### config.mk
export PLATFORM = sky130hd
export DESIGN_NAME = id_ex_stage
export DESIGN_NICKNAME = d
export VERILOG_FILES = /design/src/rtl/id_ex_stage.sv
export SDC_FILE = /design/constraint.sdc
export NUM_CORES = 1
export LEC_CHECK = 0
export BUFFER_PORTS_ARGS = -buffer_cell sky130_fd_sc_hd__buf_2
export CORE_ASPECT_RATIO = 1.75
export CORE_UTILIZATION = 53
export DETAILED_ROUTE_END_ITERATION = 8
export GPL_TIMING_DRIVEN = 0
export PLACE_DENSITY = 0.8
export SYNTH_ARGS = -nofsm -noshare
export SYNTH_HDL_FRONTEND = slang
export SYNTH_SLANG_ARGS = --single-unit
### constraint.sdc
create_clock -name clk -period 2.39 [get_ports clk]
set_input_delay 0.239 -clock clk [delete_from_list [all_inputs] [get_ports clk]]
set_output_delay 0.239 -clock clk [all_outputs]
set_load 0.01 [all_outputs]
### src/rtl/id_ex_stage.sv
// Decode-to-execute stage: 2-entry skid buffer (main + skid) with valid/ready handshake.
// Optional ID_EX_BYPASS_EN: writeback bypass on capture and refresh of held operands.
module id_ex_stage #(
  parameter int CTRL_W = 12,
  parameter int XLEN   = 32
) (
  input  logic              clk,
  input  logic              rst,
  input  logic              in_valid,
  output logic              in_ready,
  input  logic [XLEN-1:0]   in_pc,
  input  logic [4:0]        in_rs1_addr,
  input  logic [4:0]        in_rs2_addr,
  input  logic [XLEN-1:0]   in_rs1_data,
  input  logic [XLEN-1:0]   in_rs2_data,
  input  logic [4:0]        in_rd_addr,
  input  logic [XLEN-1:0]   in_imm,
  input  logic [CTRL_W-1:0] in_ctrl,
  input  logic              wb_en,
  input  logic [4:0]        wb_addr,
  input  logic [XLEN-1:0]   wb_data,
  input  logic              flush,
  output logic              out_valid,
  input  logic              out_ready,
  output logic [XLEN-1:0]   out_pc,
  output logic [4:0]        out_rs1_addr,
  output logic [4:0]        out_rs2_addr,
  output logic [XLEN-1:0]   out_rs1_data,
  output logic [XLEN-1:0]   out_rs2_data,
  output logic [4:0]        out_rd_addr,
  output logic [XLEN-1:0]   out_imm,
  output logic [CTRL_W-1:0] out_ctrl
);

  typedef struct packed {
    logic [XLEN-1:0]   pc;
    logic [4:0]        rs1_addr;
    logic [4:0]        rs2_addr;
    logic [XLEN-1:0]   rs1_data;
    logic [XLEN-1:0]   rs2_data;
    logic [4:0]        rd_addr;
    logic [XLEN-1:0]   imm;
    logic [CTRL_W-1:0] ctrl;
  } entry_t;

  typedef enum logic [1:0] {EMPTY = 2'd0, ONE = 2'd1, TWO = 2'd2} state_t;

  state_t state;
  entry_t main_q, skid_q;
  entry_t cap, main_r, skid_r;
  logic   acc, pop;

  assign acc       = in_valid & in_ready;
  assign out_valid = (state != EMPTY);
  assign pop       = out_valid & out_ready;

  // cap: incoming entry; main_r/skid_r: held entries after writeback refresh
  always_comb begin
    cap = '{pc: in_pc, rs1_addr: in_rs1_addr, rs2_addr: in_rs2_addr,
            rs1_data: in_rs1_data, rs2_data: in_rs2_data, rd_addr: in_rd_addr,
            imm: in_imm, ctrl: in_ctrl};
    main_r = main_q;
    skid_r = skid_q;
`ifdef ID_EX_BYPASS_EN
    if (wb_en && wb_addr != 5'd0) begin
      if (in_rs1_addr == wb_addr) cap.rs1_data = wb_data;
      if (in_rs2_addr == wb_addr) cap.rs2_data = wb_data;
      if (state != EMPTY) begin
        if (main_q.rs1_addr == wb_addr) main_r.rs1_data = wb_data;
        if (main_q.rs2_addr == wb_addr) main_r.rs2_data = wb_data;
      end
      if (state == TWO) begin
        if (skid_q.rs1_addr == wb_addr) skid_r.rs1_data = wb_data;
        if (skid_q.rs2_addr == wb_addr) skid_r.rs2_data = wb_data;
      end
    end
`endif
  end

`ifndef ID_EX_BYPASS_EN
  logic unused_wb;
  assign unused_wb = ^{wb_en, wb_addr, wb_data};
`endif

  // Flush overrides every transition; a popped entry simply leaves with it.
  always_ff @(posedge clk or negedge rst) begin
    if (!rst) begin
      state    <= EMPTY;
      in_ready <= 1'b1;
      main_q   <= '0;
      skid_q   <= '0;
    end else begin
      main_q <= main_r;
      skid_q <= skid_r;
      if (flush) begin
        state    <= EMPTY;
        in_ready <= 1'b1;
      end else begin
        case (state)
          EMPTY: if (acc) begin
            main_q <= cap;
            state  <= ONE;
          end
          ONE: begin
            if (acc && !pop) begin
              skid_q   <= cap;
              state    <= TWO;
              in_ready <= 1'b0;
            end else if (acc && pop) begin
              main_q <= cap;
            end else if (pop) begin
              state <= EMPTY;
            end
          end
          TWO: if (pop) begin
            main_q   <= skid_r;
            state    <= ONE;
            in_ready <= 1'b1;
          end
          default: begin
            state    <= EMPTY;
            in_ready <= 1'b1;
          end
        endcase
      end
    end
  end

  assign out_pc       = main_q.pc;
  assign out_rs1_addr = main_q.rs1_addr;
  assign out_rs2_addr = main_q.rs2_addr;
  assign out_rs1_data = main_q.rs1_data;
  assign out_rs2_data = main_q.rs2_data;
  assign out_rd_addr  = main_q.rd_addr;
  assign out_imm      = main_q.imm;
  assign out_ctrl     = main_q.ctrl;

endmodule
# Yosys cells after proc, flatten, opt, wreduce, memory -nomap -nowiden

Index checks and enable logic that the tools add are counted.
W data, S select, Z words.

Flip-flop bits (word level): 313
Bits in latches: 0
RAM bits: 0
Memory bits (read-only): 0
Input bits: 198
Output and inout port bits: 157
Memories kept: 0

Add/sub/neg operators: 0
$mul: 0
Div/mod/pow operators: 0
$lt $le $gt $ge: 0
Equality and inequality tests: 12
Shift operators: 0
Mux-type cells: 16
Bitwise gates (word level): 3
Reduce and logical (&&, ||, !) cells: 10

Operator list:

| operator             | count |
|---|---|
| $mux W155            | 4 |
| $pmux W155 S3        | 1 |
| $mux W2              | 6 |
| $ne A2 B2 Y1 const B | 5 |
| $ne A3 B3 Y1 const B | 3 |
| $ne A4 B4 Y1 const B | 2 |
| $pmux W2 S3          | 1 |
| $reduce_and A3 Y1    | 2 |
| $reduce_and A6 Y1    | 1 |
| $reduce_and A4 Y1    | 1 |
| $mux W1              | 3 |
| $pmux W1 S3          | 1 |
| $reduce_bool A3 Y1   | 1 |
| $and A1 B1 Y1        | 2 |
| $eq A2 B1 Y1 const B | 1 |
| $eq A2 B2 Y1 const B | 1 |
| $logic_and A1 B1 Y1  | 2 |
| $logic_not A2 Y1     | 1 |
| $reduce_bool A2 Y1   | 1 |
| $logic_not A1 Y1     | 1 |
| $not A1 Y1           | 1 |

# Logic depth before layout (Yosys ltp)

Word-level depth: 7
Gate-level depth with buffers: 8
Gate-level depth less buffers: 4

# Worst setup path after synthesis

OpenSTA, ideal clock, no wires.

Kind: register -> register
From: register in_ready
To: register skid_q[113] in the netlist's numbering
Arrival time: 1,651 ps
Required time: 2,265 ps
Path slack: 614 ps
Cell stages (with the launch flop): 6
Path buffers: 2
Clock period less this slack: 1,776 ps
Cell sequence: dfstp_2 nand4_1 nor3_1 buf_2 buf_2 mux2_2

Cells in the longest elaborated chain, start to end: 3

Ends and longest elaborated chain:

| item                        | RTL line | RTL |
|---|---|---|
| start: declaration          | 10       | `output logic in_ready,` |
| start signal: assignment    | 89       | `in_ready <= 1'b1;` |
| start signal: assignment    | 97       | `in_ready <= 1'b1;` |
| start signal: assignment    | 108      | `in_ready <= 1'b0;` |
| $and A1 B1 Y1               | 53       | `assign acc = in_valid & in_ready;` |
| $logic_and A1 B1 Y1         | 105      | `if (acc && !pop) begin` |
| $reduce_and A3 Y1 (no line) | n/a      |  |
| end signal: assignment      | 94       | `skid_q <= skid_r;` |
| end signal: assignment      | 106      | `skid_q <= cap;` |
| end: declaration            | 49       | `entry_t main_q, skid_q;` |

No other way between the ends.
A chain may end at the register's enable or synchronous reset.

# Worst setup path in the final report

From: register in_ready
To: register skid_q[68] in the netlist's numbering

Same word-level chain as after synthesis.

==> out/summary.txt <==
Crit-path most repeated cell: buf_2
Top cells by area, synth: dfrtp_1, mux2_2, mux2i_1
Die X-Extent: 121 um
Buffers & Inverters on Critical Path: 2
Reg2Reg Setup Slack: 280 ps
Share of layout cells above drive strength 1: 37.9%
Setup crit end kind: flop
Pre-CTS setup slack: 318 ps
RSZ-0062 raised after global routing: false
Port buffer count: 316
Crit-path cells: nand4_1, nor3_1, buf_2, buf_2, mux2_2
Largest net degree at the start of global routing: 109
Die area: 0.0253 mm2
Largest stage delay, worst path: 570 ps
CP Class: reg2reg
Yosys warnings: 0
Num rows: 75
CTS tree: yes
Outcome: finished, final reports clean
Worst Max-Slew Pin Slew: 826 ps
CP Data Required Time: 2810 ps
Vias per cell: 5.41
Post-synth EDFFs: 0
Sequential share of the synthesized area: 60.0%
Drt total wl: 35.4 mm
Congestion Overflow GR: 0
Clock latency on the worst-skew pair: 550 ps
Synth Area in Simple Gates: 5.08%
Synth Flop Type: dfrtp_1
Post-Syn Nets: 1,221
Area leader, netlist: dfrtp_1
H-tree levels: 1
DRT iter0 DRCs: 523
Power Density: 880 mW/mm2
Finish-stage setup viols: 0
Core Box Area: 0.0241 mm2
Fin. Hold Viols: 0
Filler cell count: 1,550
# DRC: 0
Main combinational cell family by area after synthesis: multiplexers
Slew Limit Fails: 0
Final min period: 2110 ps
First-pass GRT wire length: 56.9 mm
Initial antenna violation count: 10
Final ANT Viol Nets: 0
Min-Delay Path Class: in2reg
Final GP Congestion: 0.792
Mux contribution to synthesized area: 25.3%
Wire per inst: 19.0 um
Top delay family on crit path: buffers and inverters
Storage element area: 0.00783 mm2
IO Pins: 355
Synth Area in Adders: 0%
Flops & latches, synth: 313
Arrival @ worst endpoint: 2530 ps
Synth top area share: 59.8%
Deepest clock path buffer count: 3
Initial Utilization: 54.1%
Post-cts sizing count: 0
Max Clk Rate: 475 MHz
Crit share post-route: 88.1%
Peak supply drop: 0.000611 V
TritonRoute pass-1 iters: 5
Via count: 10,097
Gr usage total: 28.7%
Post-synth top cells: dfrtp_1, nand2_1, mux2_2, mux2i_1, o21ai_0
Max_cap viols: 0
Startpoint class of the critical path: flop
Slew Limit Headroom: 44.9%
Post-route setup slack: 284 ps
Clock buffer count from CTS: 28
Most common cell in the netlist: dfrtp_1
WHS: 88.8 ps
Mean post-synth cell area: 12.8 um2
Critical Path Fanout Max: 10
Final nets: 1,727
Area of the multi-input gates: 0.00479 mm2
XOR/XNOR share of the synthesized area: 0%
Synth unique cells: 27
LEAKAGE: 8.22 nW
Die Height: 210 um
Mapped Area: 0.0130 mm2
Asr flop ratio synth: 100%
Synth Area in Compound Gates: 6.37%
Post-DP HPWL: 22.6 mm
Area Growth Syn to Fin: 34.8%
Clock slew at reported path FFs: 60 ps
Synth Instances: 1,023
Number of global-route vias before repair: 10,959
Clock tree root buffer cell: clkbuf_16
CP max stage cell: dfstp_2
Worst Skew: 9.96 ps
Sink Count: 313
final cells by class:
class,instances,share of cell area [%]
Tap cell,308,2.19
Clock inverter,9,0.427
Buffer,69,2.37
Sequential cell,313,44.5
Antenna cell,10,0.142
Timing Repair Buffer,476,18.4
Multi-Input combinational cell,639,27.2
Clock buffer,42,4.69
Inverter,2,0.0427
sequential cells by signal (all words and copies together) (netlist names):
signal,cells
out_imm,32
out_rs2_data,32
out_pc,32
out_ctrl,12
out_rd_addr,5
in_ready,1
out_rs2_addr,5
skid_q,155
out_rs1_data,32
out_rs1_addr,5
state,2
worst min-delay path, stage by stage:
cell and delay [ps]:
buf_2 130, nor2_1 60, a21o_1 160
where the power goes:
part / switching [mW] / total, mW / internal, mW / leakage, nW
logic: 1.67 / 3.40 / 1.73 / 3.91
registers: 0.840 / 7.62 / 6.78 / 3.87
clock network: 1.97 / 4.46 / 2.49 / 0.441
per-stage QoR:
step            TNS, ps  cell area [um2]  total power, mW  utilization, %  std cells
6_report              0            17600             15.5            72.9       1868
5_1_grt               0            17600             16.2            72.9       1866
4_1_cts               0            17600             15.4            72.8       1858
3_5_place_dp          0            15100             10.8            62.5       1649
3_3_place_gp   -1466360            15000             10.5            62.3       1647
2_1_floorplan         0            13000             9.31               -       1023
layout by cell type (no fill, tap or decap), types with 2 or more instances in the layout:
| master | netlist | routed |
|---|---|---|
| clkbuf_1 | 2 | 10 |
| mux2i_1 | 155 | 155 |
| inv_1 | 2 | 2 |
| clkbuf_16 | 0 | 29 |
| nor2_1 | 3 | 3 |
| or2_2 | 2 | 2 |
| dfrtp_1 | 312 | 312 |
| clkinv_2 | 0 | 6 |
| clkbuf_8 | 0 | 5 |
| dlygate4sd3_1 | 0 | 158 |
| buf_16 | 0 | 2 |
| buf_6 | 11 | 11 |
| buf_2 | 41 | 356 |
| o21ai_0 | 132 | 132 |
| buf_4 | 2 | 2 |
| mux2_2 | 155 | 155 |
| diode_2 | 0 | 10 |
| clkbuf_2 | 13 | 13 |
| nand2_1 | 157 | 157 |
| o21ai_1 | 23 | 23 |
| clkinvlp_4 | 0 | 2 |
metal layers:
layer	vias to the layer above	global-route usage, %	wire, um
li1	4586	-	-
met1	5037	31.5	12700
met2	347	51.6	18900
met3	127	5.22	1900
met4	0	15.6	1900
met5	-	0	0
logic make-up after synthesis:
| logic type | Yosys count |
|---|---|
| AOI/OAI and AO/OA | 161 |
| buffers and inverters | 71 |
| DFF | 313 |
| muxes | 310 |
| and+or+nand+nor | 168 |
final timing paths:
check,startpoint,to,cells past startpoint
worst max-delay path,in_ready$_DFFE_PN1P_,skid_q[68]$_DFFE_PN0P_,5
worst min-delay path,out_ready,state[1]$_DFFE_PN0P_,3
worst max register to register,in_ready$_DFFE_PN1P_,skid_q[68]$_DFFE_PN0P_,5
worst min register to register,out_pc[30]$_DFFE_PN0P_,out_pc[30]$_DFFE_PN0P_,2
max in group asynchronous,rst,in_ready$_DFFE_PN1P_,3
min in group asynchronous,rst,skid_q[36]$_DFFE_PN0P_,2
what timing repair did:
item | 4_1_cts | 5_1_grt
hold buffers | 158 | 0
hold endpoints to repair | 353 | 0
setup buffers | 0 | 0
Power figures use the tool's default switching activity.
